<file path="src/rtl/mem_access_arbiter.sv">
// Round-robin write/read access controller for the 200-word data memory.
// Every output is registered; the write and read strobes are never high together.
module mem_access_arbiter #(
  parameter int ADDR_W = 16,
  parameter int DATA_W = 32,
  parameter int DEPTH  = 200
) (
  input  logic              clk,
  input  logic              reset,
  input  logic              wr_req,
  input  logic [ADDR_W-1:0] wr_addr,
  input  logic [DATA_W-1:0] wr_data,
  output logic              wr_ack,
  input  logic              rd_req,
  input  logic [ADDR_W-1:0] rd_addr,
  output logic              rd_ack,
  output logic              rd_valid,
  output logic [DATA_W-1:0] rd_data,
  output logic              err,
  output logic              busy,
  output logic [ADDR_W-1:0] mem_address_dec,
  output logic [ADDR_W-1:0] mem_address_test,
  output logic [DATA_W-1:0] mem_data_in,
  output logic              mem_rwn,
  output logic              mem_start,
  input  logic [DATA_W-1:0] mem_data_out
);

  typedef enum logic [2:0] {
    ST_IDLE   = 3'd0,
    ST_WR     = 3'd1,
    ST_RD     = 3'd2,
    ST_RD_CAP = 3'd3,
    ST_ERR    = 3'd4
  } state_t;

  typedef enum logic {
    GNT_READ  = 1'b0,
    GNT_WRITE = 1'b1
  } grant_t;

  state_t state_r;
  grant_t last_grant_r;
  logic   grant_wr_s;
  logic   grant_rd_s;
  logic   wr_oor_s;
  logic   rd_oor_s;

  assign wr_oor_s = (wr_addr >= ADDR_W'(DEPTH));
  assign rd_oor_s = (rd_addr >= ADDR_W'(DEPTH));

  // Round-robin pick between the two requesters, favouring the one not served last.
  always_comb begin
    grant_wr_s = 1'b0;
    grant_rd_s = 1'b0;
    if (wr_req && rd_req) begin
      if (last_grant_r == GNT_READ) begin
        grant_wr_s = 1'b1;
      end else begin
        grant_rd_s = 1'b1;
      end
    end else if (wr_req) begin
      grant_wr_s = 1'b1;
    end else if (rd_req) begin
      grant_rd_s = 1'b1;
    end else begin
      grant_wr_s = 1'b0;
      grant_rd_s = 1'b0;
    end
  end

  // Access FSM with registered handshake, strobe and read-data outputs.
  always_ff @(posedge clk or negedge reset) begin
    if (!reset) begin
      state_r          <= ST_IDLE;
      last_grant_r     <= GNT_READ;
      wr_ack           <= 1'b0;
      rd_ack           <= 1'b0;
      rd_valid         <= 1'b0;
      rd_data          <= {DATA_W{1'b0}};
      err              <= 1'b0;
      busy             <= 1'b0;
      mem_address_dec  <= {ADDR_W{1'b0}};
      mem_address_test <= {ADDR_W{1'b0}};
      mem_data_in      <= {DATA_W{1'b0}};
      mem_rwn          <= 1'b0;
      mem_start        <= 1'b0;
    end else begin
      // Pulses and strobes default low; address/data registers hold.
      wr_ack    <= 1'b0;
      rd_ack    <= 1'b0;
      rd_valid  <= 1'b0;
      err       <= 1'b0;
      mem_rwn   <= 1'b0;
      mem_start <= 1'b0;
      case (state_r)
        ST_IDLE: begin
          if (grant_wr_s) begin
            last_grant_r <= GNT_WRITE;
            wr_ack       <= 1'b1;
            busy         <= 1'b1;
            if (wr_oor_s) begin
              err     <= 1'b1;
              state_r <= ST_ERR;
            end else begin
              mem_address_dec <= wr_addr;
              mem_data_in     <= wr_data;
              mem_start       <= 1'b1;
              state_r         <= ST_WR;
            end
          end else if (grant_rd_s) begin
            last_grant_r <= GNT_READ;
            rd_ack       <= 1'b1;
            busy         <= 1'b1;
            if (rd_oor_s) begin
              err     <= 1'b1;
              state_r <= ST_ERR;
            end else begin
              mem_address_test <= rd_addr;
              mem_rwn          <= 1'b1;
              state_r          <= ST_RD;
            end
          end else begin
            busy    <= 1'b0;
            state_r <= ST_IDLE;
          end
        end
        ST_WR: begin
          busy    <= 1'b0;
          state_r <= ST_IDLE;
        end
        ST_RD: begin
          busy    <= 1'b1;
          state_r <= ST_RD_CAP;
        end
        ST_RD_CAP: begin
          rd_data  <= mem_data_out;
          rd_valid <= 1'b1;
          busy     <= 1'b0;
          state_r  <= ST_IDLE;
        end
        ST_ERR: begin
          busy    <= 1'b0;
          state_r <= ST_IDLE;
        end
        default: begin
          busy    <= 1'b0;
          state_r <= ST_IDLE;
        end
      endcase
    end
  end

endmodule

</file>
<file path="config.mk">
export PLATFORM = sky130hd
export DESIGN_NAME = mem_access_arbiter
export DESIGN_NICKNAME = d
export VERILOG_FILES = /design/src/rtl/mem_access_arbiter.sv
export SDC_FILE = /design/constraint.sdc
export NUM_CORES = 1
export LEC_CHECK = 0
export ABC_AREA = 0
export BUFFER_PORTS_ARGS = -buffer_cell sky130_fd_sc_hd__buf_2
export CAP_MARGIN = 20
export CORE_MARGIN = 3
export CORE_UTILIZATION = 44
export DETAILED_ROUTE_END_ITERATION = 12
export HOLD_SLACK_MARGIN = 0.03
export PLACE_DENSITY = 0.85
export REMOVE_ABC_BUFFERS = 1
export SLEW_MARGIN = 20
export SYNTH_ARGS = -nofsm -noshare
export SYNTH_HDL_FRONTEND = slang
export SYNTH_SLANG_ARGS = --single-unit
</file>
<file path="constraint.sdc">
create_clock -name clk -period 2.9 [get_ports clk]
set_input_delay 0.435 -clock clk [delete_from_list [all_inputs] [get_ports clk]]
set_output_delay 0.435 -clock clk [all_outputs]
set_load 0.05 [all_outputs]
</file>
==> impl_metrics.tcl <==
set metrics [dict create \
    r2r_end "mem_address_dec[0]$_DFFE_PN0P_" \
    yosys_warnings 0 \
    drt_iter0_drc 69 \
    r2r.worst_path.cells 5 \
    startpoint "state_r[1]$_DFF_PN0_" \
    synth_area_um2 3950 \
    vias 2965 \
    finalSetupViolCount 0 \
    clock_latency_ps 350 \
    antenna_left 0 \
    status "complete, no violations" \
    grt_pass1_vias 3132 \
    ir_drop_uv 233 \
    fin_crit_sh_pct 70.5 \
    cts_root_buf "clkbuf_8" \
    fill_cells 657 \
    clk_pin_slew_ps 110 \
    async_reset_ff_share_pct 100 \
    synth_area_leaders "dfrtp_1 (68%), mux2_2 (13%), nand2_1 (9.2%)" \
    slew_violations 0 \
    wl_um 8740 \
    worstSetupPathType "reg2reg" \
    synth_edf_count 0 \
    max_cap_viol_count 0 \
    hold_class "in2reg" \
    worst_slew_pin_slew_ps 937 \
    cts.sink_count 107 \
    ctsHoldBuffers 1 \
    cts_tree "done" \
    diodes 0 \
    clk_path_buf_depth 2 \
    gr-total-overflow 0 \
    ys.flop_type "dfrtp_1" \
    via_per_inst 4.75 \
    grt_pass1_wl_um 14200 \
    syn_avg_cell_area_um2 12.8 \
    clock_skew_ps 14.8 \
    drc 0 \
    cp-start-kind "flip-flop" \
    endpoint_kind "flip-flop" \
    die-area_um2 10100 \
    core_area_um2 8460 \
    arrival_ps 2280 \
    synthTopCellsByCount "dfrtp_1 (107), nand2_1 (97), mux2_2 (47)" \
    place_hpwl_um 6710 \
    die_h_um 101 \
    wire_per_inst_um 14.0 \
    r2r_setup_slack_ps 860 \
    cts.repair.resized 0 \
    ys_ff_latch 107 \
    cts_buffers 9 \
    synthesis.instances 309 \
    gp_congestion 0.822 \
    fin_setup_tns_ps 0 \
    final-hold-violation-count 0 \
    utilization_pct 62.3 \
    grt_setup_unrepaired "false" \
    syn_to_final_growth_pct 33.7 \
    cp.required_ps 3140 \
    yosysTopAreaCell "dfrtp_1" \
    yosysMostFrequentCell "dfrtp_1" \
    nets 614 \
    antenna_found_initial 0 \
    drtPass1Iterations 4 \
    critPathMaxFanout 41 \
    p_leak_nw 2.95 \
    whs_ps 259 \
    timing.rr.start "state_r[1]$_DFF_PN0_" \
    chipWidth_um 101 \
    final_layout_size_suffix_gt1_share_pct 52.6 \
    endpoint "mem_address_dec[0]$_DFFE_PN0P_" \
    post_cts_buffers 0 \
    fin_crit_ps 2040 \
    start_util_pct 46.6 \
    row_count 33 \
    power_mw 2.72 \
    ys_types 28 \
    grt_max_degree 55 \
    io_buffers 202 \
    track_usage_pct 17.5 \
    fmax_mhz 489 \
    cts_max_level 3 \
    synth_top_cell_area_share_pct 67.9 \
    power.density_nw_per_um2 516 \
    ys_seq_area_share_pct 67.9 \
    io_pins 203 \
    relSlewSlack_pct 37.5 \
]
## kinds of logic after synthesis
| family | Yosys count | share of synthesized area (%) |
|---|---|---|
| compound gates | 9 | 1.65 |
| simple gates | 129 | 14.5 |
| mux | 48 | 13.7 |
| buf+inv | 16 | 2.28 |
| flops | 107 | 67.9 |
## through the flow
stage	instances	cell area (um^2)	worst slack [ps]
floorplan	295	3860	332
global placement	607	5070	781
detailed placement	607	5070	674
CTS	624	5280	842
global route	624	5280	752
finish	624	5280	856
## layout make-up
cell class,count,area (um^2),share of cell area (%)
sequential,107,2680,50.8
multi-input combinational,186,1180,22.3
timing repair buffer,208,1090,20.6
clock buffer,11,151,2.87
tap,105,131,2.49
clock inverter,5,42.5,0.806
inverter,2,7.51,0.142
## placed cells by master (no fill, tap or decap), types with 2 or more instances in the layout
cell	count
buf_2	201
dfrtp_1	107
nand2_1	97
mux2_2	47
nor2b_1	17
clkbuf_8	11
nor4_1	4
buf_4	4
nor2_1	3
inv_6	3
o311ai_0	2
inv_1	2
a21oi_1	2
buf_12	2
## where the power goes
| group | switching [mW] | leakage (nW) | internal (mW) |
|---|---|---|---|
| Clock | 0.496 | 0.103 | 0.374 |
| Combinational | 0.192 | 1.54 | 0.107 |
| Sequential | 0.0220 | 1.31 | 1.53 |
## layer usage
layer	track usage, %	vias to the layer above	share of wire, %
li1	-	1413	-
met1	19.8	1406	39
met2	30.8	129	50
met3	5.40	17	9.2
met4	6.84	0	1.7
met5	0	-	0
## critical path: stages (launching register included)
cell	delay, ps
dfrtp_1	460
nor3_4	260
and2_4	180
and4_2	380
buf_12	260
mux2_2	370
## state kept, by name (all words and copies together) (netlist names), 3 cells and up
| signal | flops |
|---|---|
| mem_address_dec | 16 |
| mem_address_test | 16 |
| mem_data_in | 32 |
| rd_data | 32 |
| state_r | 3 |
## worst min path at each step
stage	start	end	slack (ps)	depth (start not counted)
after floorplan	reset	busy$_DFF_PN0_	140	0
after global placement	reset	mem_address_dec[13]$_DFFE_PN0P_	370	1
after detailed placement	reset	mem_address_dec[13]$_DFFE_PN0P_	370	1
after CTS	mem_data_out[9]	rd_data[9]$_DFFE_PN0P_	240	3
after global routing	mem_data_out[9]	rd_data[9]$_DFFE_PN0P_	240	3
final	mem_data_out[9]	rd_data[9]$_DFFE_PN0P_	260	3
Note: power is estimated with default switching activity, not from simulation.
